--- config.mk ---
export PLATFORM = sky130hd
export DESIGN_NAME = i2c_target
export DESIGN_NICKNAME = d
export VERILOG_FILES = /design/src/rtl/i2c_target_pkg.sv /design/src/rtl/i2c_bus_monitor.sv /design/src/rtl/i2c_target.sv
export SDC_FILE = /design/constraint.sdc
export NUM_CORES = 1
export LEC_CHECK = 0
export BUFFER_PORTS_ARGS = -buffer_cell sky130_fd_sc_hd__buf_2
export CAP_MARGIN = 25
export CORE_MARGIN = 10
export CORE_UTILIZATION = 50
export CTS_CLUSTER_SIZE = 25
export DETAILED_ROUTE_END_ITERATION = 10
export GPL_ROUTABILITY_DRIVEN = 0
export PLACE_DENSITY = 0.83
export SLEW_MARGIN = 10
export SYNTH_ARGS = -nofsm -noshare
export SYNTH_HDL_FRONTEND = slang
export SYNTH_SLANG_ARGS = --single-unit
--- constraint.sdc ---
create_clock -name clk -period 1.8 [get_ports clk]
set_input_delay 0.18 -clock clk [delete_from_list [all_inputs] [get_ports clk]]
set_output_delay 0.18 -clock clk [all_outputs]
set_load 0.02 [all_outputs]
--- src/rtl/i2c_target_pkg.sv ---
// Shared types and constants for the I2C target engine.
package i2c_target_pkg;

    // Width of the bit counter inside one byte (0..7).
    localparam int BIT_CNT_W = 3;

    typedef enum logic [3:0] {
        ST_IDLE,
        ST_ADDR,
        ST_ADDR_ACK,
        ST_WR_DATA,
        ST_WR_STRETCH,
        ST_WR_ACK,
        ST_RD_LOAD,
        ST_RD_DATA,
        ST_RD_ACK,
        ST_WAIT_STOP
    } state_e;

endpackage

--- src/rtl/i2c_bus_monitor.sv ---
// I2C line conditioning: 2-FF synchroniser and glitch filter on SCL/SDA,
// followed by registered SCL edge and START/STOP condition pulses.
// A pulse is high in the same cycle in which the filtered level takes its new value.
module i2c_bus_monitor #(
    parameter int FILTER_LEN = 4
) (
    input  logic clk,
    input  logic arst_n,
    input  logic scl_i,
    input  logic sda_i,
    output logic sda_f,
    output logic scl_rise,
    output logic scl_fall,
    output logic start_det,
    output logic stop_det
);

    localparam logic [3:0] CNT_MAX = 4'(FILTER_LEN - 1);

    // Bit 0 is SCL, bit 1 is SDA.
    logic [1:0] pad_in;
    logic [1:0] filt_q;
    logic [1:0] filt_d;

    assign pad_in = {sda_i, scl_i};

    genvar gi;
    generate
        for (gi = 0; gi < 2; gi++) begin : g_line
            logic       sync1_q;
            logic       sync2_q;
            logic       lvl_q;
            logic [3:0] cnt_q;
            logic       lvl_d;

            // Bring the pad into the clk domain; idle bus level is 1.
            always_ff @(posedge clk or negedge arst_n) begin
                if (!arst_n) begin
                    sync1_q <= 1'b1;
                    sync2_q <= 1'b1;
                end else begin
                    sync1_q <= pad_in[gi];
                    sync2_q <= sync1_q;
                end
            end

            // The filtered level flips on the FILTER_LEN-th consecutive differing sample.
            always_comb begin
                lvl_d = lvl_q;
                if ((sync2_q != lvl_q) && (cnt_q == CNT_MAX)) begin
                    lvl_d = sync2_q;
                end
            end

            // Count consecutive samples that disagree with the filtered level.
            always_ff @(posedge clk or negedge arst_n) begin
                if (!arst_n) begin
                    lvl_q <= 1'b1;
                    cnt_q <= 4'd0;
                end else begin
                    lvl_q <= lvl_d;
                    if ((sync2_q == lvl_q) || (cnt_q == CNT_MAX)) begin
                        cnt_q <= 4'd0;
                    end else begin
                        cnt_q <= cnt_q + 4'd1;
                    end
                end
            end

            assign filt_q[gi] = lvl_q;
            assign filt_d[gi] = lvl_d;
        end
    endgenerate

    // Edge and bus-condition pulses; START/STOP need SCL high before and after.
    always_ff @(posedge clk or negedge arst_n) begin
        if (!arst_n) begin
            scl_rise  <= 1'b0;
            scl_fall  <= 1'b0;
            start_det <= 1'b0;
            stop_det  <= 1'b0;
        end else begin
            scl_rise  <= filt_d[0] & ~filt_q[0];
            scl_fall  <= ~filt_d[0] & filt_q[0];
            start_det <= filt_q[0] & filt_d[0] & filt_q[1] & ~filt_d[1];
            stop_det  <= filt_q[0] & filt_d[0] & ~filt_q[1] & filt_d[1];
        end
    end

    assign sda_f = filt_q[1];

endmodule

--- src/rtl/i2c_target.sv ---
// 7-bit I2C target: address match, write bytes out on m_axis, read bytes in
// from s_axis, SCL stretching whenever the stream side is not ready.
module i2c_target
    import i2c_target_pkg::*;
#(
    parameter int FILTER_LEN = 4
) (
    input  logic       clk,
    input  logic       arst_n,
    input  logic       enable,
    input  logic [6:0] device_address,
    output logic [7:0] m_axis_data_tdata,
    output logic       m_axis_data_tvalid,
    input  logic       m_axis_data_tready,
    input  logic [7:0] s_axis_data_tdata,
    input  logic       s_axis_data_tvalid,
    output logic       s_axis_data_tready,
    input  logic       scl_i,
    output logic       scl_o,
    output logic       scl_t,
    input  logic       sda_i,
    output logic       sda_o,
    output logic       sda_t,
    output logic       busy,
    output logic       bus_active,
    output logic       bus_addressed,
    output logic       last_rw
);

    logic sda_f, scl_rise, scl_fall, start_det, stop_det;

    i2c_bus_monitor #(
        .FILTER_LEN(FILTER_LEN)
    ) u_mon (
        .clk      (clk),
        .arst_n   (arst_n),
        .scl_i    (scl_i),
        .sda_i    (sda_i),
        .sda_f    (sda_f),
        .scl_rise (scl_rise),
        .scl_fall (scl_fall),
        .start_det(start_det),
        .stop_det (stop_det)
    );

    state_e               state_q, state_d;
    logic [BIT_CNT_W-1:0] bit_cnt_q, bit_cnt_d;
    logic [7:0]           shift_q, shift_d;
    logic                 byte_done_q, byte_done_d;
    logic                 nack_q, nack_d;
    logic                 sda_t_q, sda_t_d;
    logic                 scl_t_q, scl_t_d;
    logic                 busy_q, busy_d;
    logic                 active_q, active_d;
    logic                 addressed_q, addressed_d;
    logic                 rw_q, rw_d;
    logic [7:0]           m_tdata_q, m_tdata_d;
    logic                 m_tvalid_q, m_tvalid_d;
    logic                 rd_take;
    logic                 out_free;

    // State and output registers; every line is released by reset.
    always_ff @(posedge clk or negedge arst_n) begin
        if (!arst_n) begin
            state_q     <= ST_IDLE;
            bit_cnt_q   <= '0;
            shift_q     <= 8'h00;
            byte_done_q <= 1'b0;
            nack_q      <= 1'b0;
            sda_t_q     <= 1'b1;
            scl_t_q     <= 1'b1;
            busy_q      <= 1'b0;
            active_q    <= 1'b0;
            addressed_q <= 1'b0;
            rw_q        <= 1'b0;
            m_tdata_q   <= 8'h00;
            m_tvalid_q  <= 1'b0;
        end else begin
            state_q     <= state_d;
            bit_cnt_q   <= bit_cnt_d;
            shift_q     <= shift_d;
            byte_done_q <= byte_done_d;
            nack_q      <= nack_d;
            sda_t_q     <= sda_t_d;
            scl_t_q     <= scl_t_d;
            busy_q      <= busy_d;
            active_q    <= active_d;
            addressed_q <= addressed_d;
            rw_q        <= rw_d;
            m_tdata_q   <= m_tdata_d;
            m_tvalid_q  <= m_tvalid_d;
        end
    end

    // Next-state logic; START/STOP override whatever the current state wants.
    always_comb begin
        state_d     = state_q;
        bit_cnt_d   = bit_cnt_q;
        shift_d     = shift_q;
        byte_done_d = byte_done_q;
        nack_d      = nack_q;
        sda_t_d     = sda_t_q;
        scl_t_d     = scl_t_q;
        busy_d      = busy_q;
        active_d    = active_q;
        addressed_d = addressed_q;
        rw_d        = rw_q;
        m_tdata_d   = m_tdata_q;
        m_tvalid_d  = m_tvalid_q & ~m_axis_data_tready;
        rd_take     = 1'b0;
        // The output register can take a new byte if empty or being drained now.
        out_free    = ~m_tvalid_q | m_axis_data_tready;

        if (start_det) begin
            state_d     = ST_ADDR;
            bit_cnt_d   = '0;
            byte_done_d = 1'b0;
            sda_t_d     = 1'b1;
            scl_t_d     = 1'b1;
            active_d    = 1'b1;
        end else if (stop_det) begin
            state_d  = ST_IDLE;
            busy_d   = 1'b0;
            active_d = 1'b0;
            sda_t_d  = 1'b1;
            scl_t_d  = 1'b1;
        end else begin
            case (state_q)
                ST_ADDR: begin
                    if (scl_rise) begin
                        shift_d   = {shift_q[6:0], sda_f};
                        bit_cnt_d = bit_cnt_q + 3'd1;
                        if (bit_cnt_q == 3'd7) begin
                            if (enable && (shift_d[7:1] == device_address)) begin
                                state_d     = ST_ADDR_ACK;
                                busy_d      = 1'b1;
                                addressed_d = 1'b1;
                                rw_d        = shift_d[0];
                            end else begin
                                state_d     = ST_WAIT_STOP;
                                busy_d      = 1'b0;
                                addressed_d = 1'b0;
                            end
                        end
                    end
                end
                ST_ADDR_ACK: begin
                    // First fall starts the ACK, second fall ends it.
                    if (scl_fall) begin
                        if (sda_t_q) begin
                            sda_t_d = 1'b0;
                        end else begin
                            sda_t_d     = 1'b1;
                            bit_cnt_d   = '0;
                            byte_done_d = 1'b0;
                            state_d     = rw_q ? ST_RD_LOAD : ST_WR_DATA;
                        end
                    end
                end
                ST_WR_DATA: begin
                    if (scl_rise) begin
                        shift_d   = {shift_q[6:0], sda_f};
                        bit_cnt_d = bit_cnt_q + 3'd1;
                        if (bit_cnt_q == 3'd7) begin
                            byte_done_d = 1'b1;
                        end
                    end else if (scl_fall && byte_done_q) begin
                        byte_done_d = 1'b0;
                        if (out_free) begin
                            m_tdata_d  = shift_q;
                            m_tvalid_d = 1'b1;
                            sda_t_d    = 1'b0;
                            state_d    = ST_WR_ACK;
                        end else begin
                            scl_t_d = 1'b0;
                            state_d = ST_WR_STRETCH;
                        end
                    end
                end
                ST_WR_STRETCH: begin
                    if (out_free) begin
                        m_tdata_d  = shift_q;
                        m_tvalid_d = 1'b1;
                        scl_t_d    = 1'b1;
                        sda_t_d    = 1'b0;
                        state_d    = ST_WR_ACK;
                    end else begin
                        scl_t_d = 1'b0;
                    end
                end
                ST_WR_ACK: begin
                    if (scl_fall) begin
                        sda_t_d = 1'b1;
                        state_d = ST_WR_DATA;
                    end
                end
                ST_RD_LOAD: begin
                    // SCL is low here; hold it until a byte is available.
                    if (s_axis_data_tvalid) begin
                        rd_take   = 1'b1;
                        shift_d   = s_axis_data_tdata;
                        sda_t_d   = s_axis_data_tdata[7];
                        scl_t_d   = 1'b1;
                        bit_cnt_d = '0;
                        state_d   = ST_RD_DATA;
                    end else begin
                        scl_t_d = 1'b0;
                    end
                end
                ST_RD_DATA: begin
                    if (scl_fall) begin
                        if (bit_cnt_q == 3'd7) begin
                            sda_t_d   = 1'b1;
                            bit_cnt_d = '0;
                            state_d   = ST_RD_ACK;
                        end else begin
                            shift_d   = {shift_q[6:0], 1'b0};
                            sda_t_d   = shift_d[7];
                            bit_cnt_d = bit_cnt_q + 3'd1;
                        end
                    end
                end
                ST_RD_ACK: begin
                    if (scl_rise) begin
                        nack_d = sda_f;
                    end else if (scl_fall) begin
                        state_d = nack_q ? ST_WAIT_STOP : ST_RD_LOAD;
                    end
                end
                ST_IDLE, ST_WAIT_STOP: begin
                    sda_t_d = 1'b1;
                    scl_t_d = 1'b1;
                end
                default: begin
                    state_d = ST_IDLE;
                    sda_t_d = 1'b1;
                    scl_t_d = 1'b1;
                end
            endcase
        end
    end

    assign scl_o              = 1'b0;
    assign sda_o              = 1'b0;
    assign scl_t              = scl_t_q;
    assign sda_t              = sda_t_q;
    assign busy               = busy_q;
    assign bus_active         = active_q;
    assign bus_addressed      = addressed_q;
    assign last_rw            = rw_q;
    assign m_axis_data_tdata  = m_tdata_q;
    assign m_axis_data_tvalid = m_tvalid_q;
    assign s_axis_data_tready = rd_take;

endmodule

### Word level (Yosys, flattened, before mapping)

Index checks and enable logic that the tools add are counted.

| word-level totals | value |
|---|---|
| bits of input ports | 22 |
| register bits after elaboration | 50 |
| word-level logic and storage cells | 209 |

| operators by class | value |
|---|---|
| reduce and logical (&&, ||, !) cells | 30 |
| bitwise operators | 17 |
| eq/ne operators | 48 |
| mux-type cells | 86 |
| add/sub/neg operators | 3 |

Operators with widths:

| operator | count |
|---|---|
| 4-bit two-way mux | 19 |
| 8-bit two-way mux | 7 |
| 1-bit two-way mux | 43 |
| 4-bit one-hot mux with 9 select lines | 1 |
| 4-bit by 2-bit inequality test with 1-bit output (second input constant) | 8 |
| 3-bit two-way mux | 9 |
| 8-bit one-hot mux with 3 select lines | 1 |
| 7-bit AND reduction | 3 |
| 4-bit by 1-bit inequality test with 1-bit output (second input constant) | 5 |
| 3-bit by 1-bit inequality test with 1-bit output (second input constant) | 6 |
| 4-bit by 2-bit == test with 1-bit output (second input constant) | 4 |
| 4-bit by 3-bit == test with 1-bit output (second input constant) | 4 |
| 8-bit one-hot mux with 2 select lines | 1 |
| 14-bit AND reduction | 1 |
| 4-bit inequality test (second input constant) | 3 |
| 3-bit one-hot mux with 4 select lines | 1 |
| 4-bit AND reduction | 3 |
| 6-bit AND reduction | 2 |
| 5-bit AND reduction | 2 |
| 2-bit nonzero test | 5 |
| 4-bit by 1-bit adder with 4-bit output (second input constant) | 2 |
| 1-bit AND | 8 |
| 4-bit == test (second input constant) | 2 |
| 2-bit inequality test (second input constant) | 4 |
| 20 further kinds | 40 |

### Depth between registers and ports, before layout

Gate-level depths: netlist of run 1.

| depth | value |
|---|---|
| depth after elaboration | 8 |
| depth in mapped cells | 8 |
| depth with buffers taken out | 7 |

### By module

A second synthesis of run 1 with hierarchy kept.

| second synthesis, totals | value |
|---|---|
| cells, all modules | 287 |
| area, all modules | 2,899.0 sq um |

Modules (own cells, without submodules):

| module | times used | seq. area each (sq um) | area each (sq um) | cells an instance |
|---|---|---|---|---|
| i2c_target | 1 | 803.3 | 2,160.8 | 237 |
| i2c_bus_monitor | 1 | 457.9 | 738.2 | 50 |

### Worst setup path after synthesis of run 1

OpenSTA, ideal clock, no wires.

| timing | value |
|---|---|
| path type | register -> register |
| start | register bit_cnt_q[0] |
| end | register state_q[3] |
| library setup time | 0.135 ns |
| arrival time | 1.784 ns |
| path buffers | 0 |
| setup slack | -0.119 ns |
| cell stages (with the launch flop) | 8 |
| period minus slack after synthesis | 1.919 ns |
| cell sequence | dfrtp_1 ha_1 ha_1 nor4bb_1 o21a_1 a2111o_1 o41ai_1 o22ai_1 |

| between the ends | value |
|---|---|
| word-level cells in the longest chain between the ends | 3 |
| elaborated cells on any way between the ends | 4 |
| classes of those cells | eq/ne (3); reduce/logical (1) |

RTL lines:

| what | RTL line | RTL |
|---|---|---|
| from (decl) | i2c_target.sv:47 | `logic [BIT_CNT_W-1:0] bit_cnt_q, bit_cnt_d;` |
| from (signal assigned) | i2c_target.sv:80 | `bit_cnt_q <= bit_cnt_d;` |
| 3-bit == test * | i2c_target.sv:133, i2c_target.sv:212 |  |
| 4-bit by 2-bit inequality test with 1-bit output (no source line) | n/a |  |
| 14-bit AND reduction (no source line) * | n/a |  |
| to (signal assigned) | i2c_target.sv:79 | `state_q <= state_d;` |
| to (decl) | i2c_target.sv:46 | `state_e state_q, state_d;` |

Every way passes the cells marked *; elsewhere a longest branch is shown, timed or not.
A chain may end at the register's enable or synchronous reset.

### Worst setup path after layout of run 1

| timing | value |
|---|---|
| start | register state_q[0] |
| end | register state_q[0] |

| between the ends | value |
|---|---|
| word-level cells in the longest chain between the ends | 5 |
| elaborated cells on any way between the ends | 29 |
| classes of those cells | eq/ne (23); mux (3); reduce/logical (3) |

RTL lines:

| what | RTL line | RTL |
|---|---|---|
| 4-bit == test or 4-bit logical NOT (tied branches) | i2c_target.sv:128 | `case (state_q)` |
| 2-bit OR reduction | i2c_target.sv:128 |  |
| 4-bit one-hot mux with 9 select lines | i2c_target.sv:128 |  |
| 4-bit two-way mux | i2c_target.sv:121 | `end else if (stop_det) begin` |
| 4-bit two-way mux | i2c_target.sv:114 | `if (start_det) begin` |

Several ways; a longest one is shown, not always the timed one.

==> results of run 1 <==
## placed cells by master (no fill, tap or decap), types with 3 or more instances in the layout
cell type      instances
nand2_1               14
nor2b_1                7
dlygate4sd3_1          3
clkbuf_8               5
mux2_4                 6
nand2b_1               5
mux2i_1               10
a21oi_2                6
dfstp_2                8
nand4_1                3
buf_6                  6
o21ai_1                4
o21a_1                 3
dfrtp_2                3
xnor2_1                6
buf_2                 36
dfrtp_1               39
and3_1                 4
xor2_1                 8
a2111oi_4              3
nor2_1                24
inv_1                  7
buf_4                 62
mux2_2                 7
a21oi_1               12
o21ai_0               14
nand3_1                3
nor3_1                 3
nor3b_1                6
nor2b_2                3
## layer usage
| metal | up-vias | GRT usage | wire [um] |
|---|---|---|---|
| met5 | - | 0 | 0 |
| met4 | 0 | 0.115 | 479 |
| met3 | 61 | 0.0514 | 802 |
| met2 | 188 | 0.332 | 4400 |
| met1 | 1358 | 0.221 | 3470 |
| li1 | 1253 | - | - |
## area by class of cell
class	instances	area, um^2
Tap cell	72	90.1
Inverter	8	30.0
Timing Repair Buffer	108	763
Multi-Input combinational cell	216	1700
Clock buffer	5	68.8
Clock inverter	3	18.8
Fill cell	371	1600
Sequential cell	50	1260
## registers in the layout, summed over array words and instances (netlist names), 2 cells and up
name and cells:
m_axis_data_tdata 8, shift_q 8, u_mon.g_line.cnt_q 8, state_q 4
bit_cnt_q 3, u_mon.g_line.sync1_q 2, u_mon.g_line.sync2_q 2
## Yosys cell counts, types with 3 or more instances
cell	count
a21oi_1	19
inv_1	7
mux2i_1	10
nor2_1	28
nand4_1	3
nor2b_1	10
o21ai_0	17
nand2b_1	6
buf_2	10
o21a_1	3
mux2_2	13
nor3b_1	8
clkbuf_1	5
ha_1	4
nand3_1	3
dfstp_2	8
dfrtp_1	42
nand2_1	16
xor2_1	8
and3_1	5
xnor2_1	6
nor3_1	4
## kinds of logic (layout without fill, tap and decap cells)
family	Yosys count	in the layout	share of synthesized area
adders and majority gates	4	4	0.0174
and+or+nand+nor	100	100	0.193
DFF	50	50	0.439
muxes	23	23	0.0859
buffers and inverters	27	124	0.0427
AOI/OAI and AO/OA	73	73	0.178
xor gates and xnor gates	14	14	0.0427
other	1	2	0.00131
## report_power, final
part	total, mW	switching (mW)	internal [mW]
logic	4.31	2.23	2.08
registers	1.85	0.337	1.51
clock network	0.677	0.403	0.275
total	6.84	2.97	3.86
## worst min-delay path by stage
stage,endpoint,cells after the start,startpoint
final,shift_q[3],3,s_axis_data_tdata[3]
after global routing,shift_q[3],3,s_axis_data_tdata[3]
after CTS,shift_q[4],3,s_axis_data_tdata[4]
after detailed placement,byte_done_q,2,arst_n
after global placement,byte_done_q,2,arst_n
after floorplan,bit_cnt_q[0],0,arst_n
## what timing repair did
item / CTS / global route
gates cloned: 1 / 0
gates resized for setup: 31 / 19
hold buffers: 3 / 0
endpoints found under the setup margin: 25 / 27
pin swaps: 13 / 6
hold endpoints to repair: 44 / 0
setup buffers: 4 / 3
## tightest hold or removal path, delay by kind of cell
kind,cells,cell delay [ns]
buffers and inverters,1,0.08
AO/OA/AOI/OAI,1,0.13
multiplexers,1,0.08
## stage by stage
step	hold slack [ns]	instance area (um^2)	setup slack [ns]
3_5_place_dp	0.190	3580	-0.160
5_1_grt	0.189	3940	-0.303
3_3_place_gp	0.186	3580	-0.139
2_1_floorplan	-0.116	2940	-0.0342
4_1_cts	0.184	3830	-0.125
6_report	0.186	3940	-0.213
==> flow_summary.html, run 1 <==
<table>
<tr><th>Metric</th><th>Value</th></tr>
<tr><th colspan="2">Floorplan</th></tr>
<tr><td>DIE HEIGHT</td><td>95.8 um</td></tr>
<tr><td>I/O pin total</td><td>40</td></tr>
<tr><td>Starting density of the core</td><td>0.518</td></tr>
<tr><td>Core region area</td><td>5540 um^2</td></tr>
<tr><td>Cell row count</td><td>27</td></tr>
<tr><td>Die Outline Area</td><td>9170 um^2</td></tr>
<tr><td>Die W</td><td>95.8 um</td></tr>
<tr><th colspan="2">Yosys</th></tr>
<tr><td>Yosys top cell area share</td><td>0.366</td></tr>
<tr><td>Top cells by area, synth</td><td>dfrtp_1, dfstp_2, mux2_2</td></tr>
<tr><td>Distinct cell type count after synthesis</td><td>62</td></tr>
<tr><td>Cell area after synthesis</td><td>2870 um^2</td></tr>
<tr><td>FFs w/ async S/R, synth</td><td>1.00</td></tr>
<tr><td>Number of cells produced by synthesis</td><td>292</td></tr>
<tr><td>Total of warnings raised by yosys</td><td>0</td></tr>
<tr><td>Sequential cell area fraction in the yosys report</td><td>0.439</td></tr>
<tr><td>Number of enable-type register cells in the synthesized netlist</td><td>0</td></tr>
<tr><td>Synth Register Bits</td><td>50</td></tr>
<tr><td>Mean instance size in the synthesized netlist</td><td>9.83 um^2</td></tr>
<tr><td>Library cell occupying the most area in the post-synthesis netlist</td><td>dfrtp_1</td></tr>
<tr><td>Ys flop type</td><td>dfrtp_1</td></tr>
<tr><th colspan="2">Timing</th></tr>
<tr><td>Number of hold violations in the final report</td><td>0</td></tr>
<tr><td>Final setup violating endpoints</td><td>24</td></tr>
<tr><td>Worst Setup Slack, final</td><td>-0.213 ns</td></tr>
<tr><td>Setup repair after global routing missed its margin</td><td>true</td></tr>
<tr><td>Part of the cycle the worst path needs</td><td>1.12</td></tr>
<tr><td>Total negative slack for setup checks</td><td>-2.86 ns</td></tr>
<tr><td>Maximum achievable frequency</td><td>497 MHz</td></tr>
<tr><td>Final worst clock skew</td><td>0.00375 ns</td></tr>
<tr><td>Fin. max-slew vios</td><td>0</td></tr>
<tr><td>Min Clock Period, post-route</td><td>2.01 ns</td></tr>
<tr><th colspan="2">Clock tree</th></tr>
<tr><td>H-tree levels</td><td>2</td></tr>
<tr><td>Clock transition at the registers of the reported paths</td><td>0.09 ns</td></tr>
<tr><td>TritonCTS clock tree</td><td>done</td></tr>
<tr><td>Worst-Skew Late Latency</td><td>0.31 ns</td></tr>
<tr><td>Buffer levels on the longest clock path</td><td>2</td></tr>
<tr><td>Root cell of the clock tree</td><td>clkbuf_8</td></tr>
<tr><td>Clock sink count</td><td>50</td></tr>
<tr><td>Number of CTS-inserted buffers</td><td>5</td></tr>
<tr><th colspan="2">Placed design</th></tr>
<tr><td>Input/output buffers</td><td>37</td></tr>
<tr><td>Detail Placement HPWL</td><td>6010 um</td></tr>
<tr><td>Number of placed cells counting well taps</td><td>443</td></tr>
<tr><th colspan="2">Critical path</th></tr>
<tr><td>Worst path bufs/invs</td><td>1</td></tr>
<tr><td>Stages on the worst setup path</td><td>6</td></tr>
<tr><td>Crit path launch type</td><td>flip-flop</td></tr>
<tr><td>Worst setup path class</td><td>reg2reg</td></tr>
<tr><td>Reg2Reg Setup Slack</td><td>-0.21 ns</td></tr>
<tr><td>Worst reg-to-reg path cell count</td><td>6</td></tr>
<tr><td>Setup crit end</td><td>state_q[0]</td></tr>
<tr><td>Cell-by-cell listing of the critical path</td><td>buf_4 &gt; nand2b_1 &gt; o22ai_1 &gt; a2111o_1 &gt; a2111oi_4 &gt; o21ai_1</td></tr>
<tr><td>Reg-to-reg critical path endpoint</td><td>state_q[0]</td></tr>
<tr><td>Arrival time reported for the critical path endpoint</td><td>2.21 ns</td></tr>
<tr><td>First element of the critical path</td><td>state_q[0]</td></tr>
<tr><td>Worst path top cell family by delay</td><td>compound AO/OA/AOI/OAI gates</td></tr>
<tr><td>Required time of the critical path</td><td>2.00 ns</td></tr>
<tr><td>Slowest cell delay on critical path</td><td>0.54 ns</td></tr>
<tr><td>Library cell contributing the largest single delay on the critical path</td><td>a2111o_1</td></tr>
<tr><td>Critical path peak fanout</td><td>12</td></tr>
<tr><td>Setup crit end kind</td><td>flip-flop</td></tr>
<tr><td>R2R Path Start</td><td>state_q[0]</td></tr>
<tr><th colspan="2">Route</th></tr>
<tr><td>Vias</td><td>2860</td></tr>
<tr><td>Detailed-routing iteration count for the pre-antenna-repair pass</td><td>5</td></tr>
<tr><td>Drt initial violations</td><td>348</td></tr>
<tr><td>Final Routed Wirelength</td><td>9150 um</td></tr>
<tr><td>Antenna violation net count after detailed routing</td><td>0</td></tr>
<tr><td>Via density per instance</td><td>6.19</td></tr>
<tr><td>Detailed-route wire length per cell</td><td>19.8 um</td></tr>
<tr><td>Remaining routing DRC violations</td><td>0</td></tr>
<tr><th colspan="2">Power and ir drop</th></tr>
<tr><td>Pwr Total</td><td>6.84 mW</td></tr>
<tr><td>Static leakage power</td><td>1.72 nW</td></tr>
<tr><td>Power density normalized to cell area</td><td>1740 nW/um^2</td></tr>
<tr><td>Worst vdd rail ir drop</td><td>0.00106 V</td></tr>
<tr><th colspan="2">Finish</th></tr>
<tr><td>Final cell count without fillers</td><td>462</td></tr>
<tr><td>Net total in the final layout</td><td>415</td></tr>
<tr><td>Share of post-route cells with drive strength above 1</td><td>0.454</td></tr>
<tr><td>Final core occ</td><td>0.711</td></tr>
<tr><td>Syn-to-layout area delta</td><td>37.3%</td></tr>
<tr><td>Number of diodes added for antenna fixing</td><td>0</td></tr>
<tr><th colspan="2">Global routing</th></tr>
<tr><td>Via count of the first global-routing pass</td><td>2901</td></tr>
<tr><td>All-Layer GR Usage</td><td>0.197</td></tr>
<tr><td>Initial antenna violation count</td><td>0</td></tr>
<tr><td>Pin count of the biggest net entering global routing</td><td>51</td></tr>
<tr><td>Total global routing overflow</td><td>0</td></tr>
<tr><td>Wire length of the first global-routing pass</td><td>14300 um</td></tr>
<tr><th colspan="2">Min path</th></tr>
<tr><td>Hold/Removal Path Class</td><td>in2reg</td></tr>
<tr><th colspan="2">Run status</th></tr>
<tr><td>Violations in the final reports</td><td>negative setup slack</td></tr>
<tr><td>Status</td><td>finished, violations left</td></tr>
<tr><th colspan="2">Flow run</th></tr>
<tr><td>Count of max-cap constraint violations</td><td>0</td></tr>
</table>
Power figures use the tool's default switching activity.
==> inputs of run 2 (changes only) <==
==> constraint.sdc (replaced) <==
create_clock -name clk -period 1.8 [get_ports clk]
set_input_delay 0.09 -clock clk [delete_from_list [all_inputs] [get_ports clk]]
set_output_delay 0.09 -clock clk [all_outputs]
set_load 0.02 [all_outputs]
==> run 2 against run 1 <==
Effect of this change: the flow still finishes with violations (negative setup slack); global-route usage is 0.73 points higher; core utilization increased by 5.2 points; setup slack got worse by 0.11 ns; clock skew rose by 0.0024 ns; final area grew 7.3%; maximum frequency down 5.2%; power is 12% higher; sequential share of layout area fell by 2.2 points; clock power increased by 7.8%; critical path depth stayed put; register-to-register slack got worse by 0.11 ns; largest power group unchanged; highest routed layer unchanged.
==> flow_summary.html, run 2 (synthesis gave the netlist of run 1 again) <==
<table>
<tr><th>Metric</th><th>Value</th></tr>
<tr><th colspan="2">Run status</th></tr>
<tr><td>Status</td><td>finished, violations left</td></tr>
<tr><td>Violations in the final reports</td><td>negative setup slack</td></tr>
<tr><th colspan="2">Finish</th></tr>
<tr><td>Share of post-route cells with drive strength above 1</td><td>0.515 (+0.0612)</td></tr>
<tr><td>Number of diodes added for antenna fixing</td><td>0 (unchanged)</td></tr>
<tr><td>Final cell count without fillers</td><td>470 (+1.7%)</td></tr>
<tr><td>Syn-to-layout area delta</td><td>47.3%</td></tr>
<tr><td>Final core occ</td><td>0.763 (+0.0519)</td></tr>
<tr><td>Net total in the final layout</td><td>423 (+1.9%)</td></tr>
<tr><td>Leading cell type in the layout, fill and taps excluded</td><td>buf_4</td></tr>
<tr><td>Leading cell types in the layout, fill and taps excluded</td><td>buf_4, dfrtp_1, buf_2</td></tr>
<tr><th colspan="2">Floorplan</th></tr>
<tr><td>I/O pin total</td><td>40 (unchanged)</td></tr>
<tr><td>Die Outline Area</td><td>9170 um^2 (unchanged)</td></tr>
<tr><td>DIE HEIGHT</td><td>95.8 um (unchanged)</td></tr>
<tr><td>Cell row count</td><td>27 (unchanged)</td></tr>
<tr><td>Die W</td><td>95.8 um (unchanged)</td></tr>
<tr><td>Starting density of the core</td><td>0.518 (unchanged)</td></tr>
<tr><td>Core region area</td><td>5540 um^2 (unchanged)</td></tr>
<tr><th colspan="2">Global routing</th></tr>
<tr><td>Via count of the first global-routing pass</td><td>3071 (+5.9%)</td></tr>
<tr><td>Total global routing overflow</td><td>0 (unchanged)</td></tr>
<tr><td>All-Layer GR Usage</td><td>0.205 (+0.00728)</td></tr>
<tr><td>Met2 track demand over resource</td><td>0.337 (+0.00508)</td></tr>
<tr><td>Routing usage on met3</td><td>0.0607 (+0.00934)</td></tr>
<tr><td>Pin count of the biggest net entering global routing</td><td>31 (-39%)</td></tr>
<tr><td>Wire length of the first global-routing pass</td><td>14900 um (+4.1%)</td></tr>
<tr><td>Most Used Layer, Global Route</td><td>met2</td></tr>
<tr><td>Initial antenna violation count</td><td>0 (unchanged)</td></tr>
<tr><td>Met1 routing resource usage after global routing</td><td>0.225 (+0.00334)</td></tr>
<tr><th colspan="2">Timing</th></tr>
<tr><td>Min Clock Period, post-route</td><td>2.12 ns (+0.110 ns)</td></tr>
<tr><td>Worst Setup Slack, final</td><td>-0.324 ns (-0.110 ns)</td></tr>
<tr><td>Fin. max-slew vios</td><td>0 (unchanged)</td></tr>
<tr><td>Final worst clock skew</td><td>0.00611 ns (+0.00236 ns)</td></tr>
<tr><td>Total negative slack for setup checks</td><td>-2.71 ns (+0.145 ns)</td></tr>
<tr><td>Maximum achievable frequency</td><td>471 MHz (-5.2%)</td></tr>
<tr><td>Number of hold violations in the final report</td><td>0 (unchanged)</td></tr>
<tr><td>Measured slew at the worst slew-check pin</td><td>0.549 ns</td></tr>
<tr><td>Max-slew headroom at the worst pin</td><td>0.634</td></tr>
<tr><td>Part of the cycle the worst path needs</td><td>1.18 (+0.0612)</td></tr>
<tr><td>Setup repair after global routing missed its margin</td><td>true</td></tr>
<tr><td>Final setup violating endpoints</td><td>26 (+8.3%)</td></tr>
<tr><th colspan="2">Clock tree</th></tr>
<tr><td>Clock sink count</td><td>50 (unchanged)</td></tr>
<tr><td>Number of CTS-inserted buffers</td><td>5 (unchanged)</td></tr>
<tr><td>TritonCTS clock tree</td><td>done</td></tr>
<tr><td>Root cell of the clock tree</td><td>clkbuf_8</td></tr>
<tr><td>Clock transition at the registers of the reported paths</td><td>0.09 ns (about the same)</td></tr>
<tr><td>Worst-Skew Late Latency</td><td>0.31 ns (about the same)</td></tr>
<tr><td>H-tree levels</td><td>2 (unchanged)</td></tr>
<tr><td>Buffer levels on the longest clock path</td><td>2 (unchanged)</td></tr>
<tr><th colspan="2">Critical path</th></tr>
<tr><td>Required time of the critical path</td><td>1.98 ns (-0.02 ns)</td></tr>
<tr><td>Cell-by-cell listing of the critical path</td><td>buf_6 &gt; and3b_2 &gt; a31oi_1 &gt; a311oi_2 &gt; a2111oi_4 &gt; o21ai_1</td></tr>
<tr><td>Slowest cell delay on critical path</td><td>0.48 ns (-0.06 ns)</td></tr>
<tr><td>Critical path peak fanout</td><td>6 (-6)</td></tr>
<tr><td>Setup crit end kind</td><td>flip-flop</td></tr>
<tr><td>Worst setup path class</td><td>reg2reg</td></tr>
<tr><td>Library cell contributing the largest single delay on the critical path</td><td>dfrtp_2</td></tr>
<tr><td>Crit path launch type</td><td>flip-flop</td></tr>
<tr><td>Arrival time reported for the critical path endpoint</td><td>2.30 ns (+0.09 ns)</td></tr>
<tr><td>First element of the critical path</td><td>state_q[1]</td></tr>
<tr><td>R2R Path Start</td><td>state_q[1]</td></tr>
<tr><th colspan="2">Power and ir drop</th></tr>
<tr><td>Static leakage power</td><td>1.82 nW (+5.9%)</td></tr>
<tr><td>Worst vdd rail ir drop</td><td>0.00113 V (+7.3%)</td></tr>
<tr><td>Pwr Total</td><td>7.63 mW (+12%)</td></tr>
<tr><td>Power density normalized to cell area</td><td>1800 nW/um^2 (+4.0%)</td></tr>
<tr><th colspan="2">Placed design</th></tr>
<tr><td>Number of placed cells counting well taps</td><td>443 (unchanged)</td></tr>
<tr><td>Detail Placement HPWL</td><td>6190 um (+3.0%)</td></tr>
<tr><td>Input/output buffers</td><td>37 (unchanged)</td></tr>
<tr><th colspan="2">Route</th></tr>
<tr><td>Remaining routing DRC violations</td><td>0 (unchanged)</td></tr>
<tr><td>Detailed-routing iteration count for the pre-antenna-repair pass</td><td>6 (+1)</td></tr>
<tr><td>Vias</td><td>3067 (+7.2%)</td></tr>
<tr><td>Via density per instance</td><td>6.53 (+5.4%)</td></tr>
<tr><td>Antenna violation net count after detailed routing</td><td>0 (unchanged)</td></tr>
<tr><td>Drt initial violations</td><td>414 (+19%)</td></tr>
<tr><td>Detailed-route wire length per cell</td><td>23.4 um (+18%)</td></tr>
<tr><td>Final Routed Wirelength</td><td>11000 um (+20%)</td></tr>
<tr><th colspan="2">Flow run</th></tr>
<tr><td>Count of max-cap constraint violations</td><td>0 (unchanged)</td></tr>
<tr><th colspan="2">Min path</th></tr>
<tr><td>Hold/Removal Path Class</td><td>in2reg</td></tr>
<tr><td>Hold path startpoint</td><td>s_axis_data_tdata[3]</td></tr>
</table>
run 2: stage by stage:
| step | cell area [um^2] | worst slack [ns] | hold slack (ns) |
|---|---|---|---|
| after CTS | 3890 | -0.140 | 0.0910 |
| final | 4230 | -0.324 | 0.0909 |
| after global placement | 3590 | -0.107 | 0.0887 |
| after floorplan | 2940 | -0.0342 | -0.206 |
| after global routing | 4230 | -0.367 | 0.108 |
| after detailed placement | 3590 | -0.152 | 0.0984 |
run 2: routing by layer:
metal | routed length [um] | vias up | part of all wire
met2 | 5410 | 242 | 0.49
met5 | 0 | - | 0
met3 | 1090 | 83 | 0.099
met1 | 3840 | 1473 | 0.35
met4 | 660 | 0 | 0.060
li1 | - | 1269 | -
run 2: worst max-delay path: cells and delay by family (launching register included):
family	cells	cell delay [ns]
flip-flops	1	0.48
AO/OA/AOI/OAI	4	1.12
AND/OR/NAND/NOR	1	0.24
buffers and inverters	1	0.15
run 2: what timing repair did:
action,4_1_cts,5_1_grt
setup endpoints to repair,26,29
gates resized for setup,30,62
cloned,0,1
hold buffers,3,0
setup buffers,7,10
pin swaps,4,18
hold endpoints to repair,17,0
run 2: layout make-up:
type	count	area [um^2]
clock buffer	7	86.3
sequential	50	1270
inverter	8	32.5
clock inverter	1	8.76
timing repair buffer	116	903
tap	72	90.1
fill	318	1310
multi-input combinational	216	1840
run 2: path summary, 6_finish.rpt:
| kind | end | slack, ns | depth (start not counted) |
|---|---|---|---|
| max | state_q[0] | -0.32 | 6 |
| min | shift_q[3] | 0.09 | 3 |
| max reg2reg | state_q[0] | -0.32 | 6 |
| min reg2reg | u_mon.g_line[1].sync2_q | 0.36 | 0 |
| max in group asynchronous | u_mon.g_line[1].sync1_q | 0.88 | 3 |
| min in group asynchronous | u_mon.g_line[0].cnt_q[2] | 0.29 | 2 |
run 2: power breakdown:
| part | switching [mW] | total [mW] | internal, mW |
|---|---|---|---|
| sequential | 0.365 | 1.88 | 1.52 |
| clock | 0.411 | 0.730 | 0.319 |
| combinational | 2.60 | 5.02 | 2.42 |
| total | 3.38 | 7.63 | 4.25 |
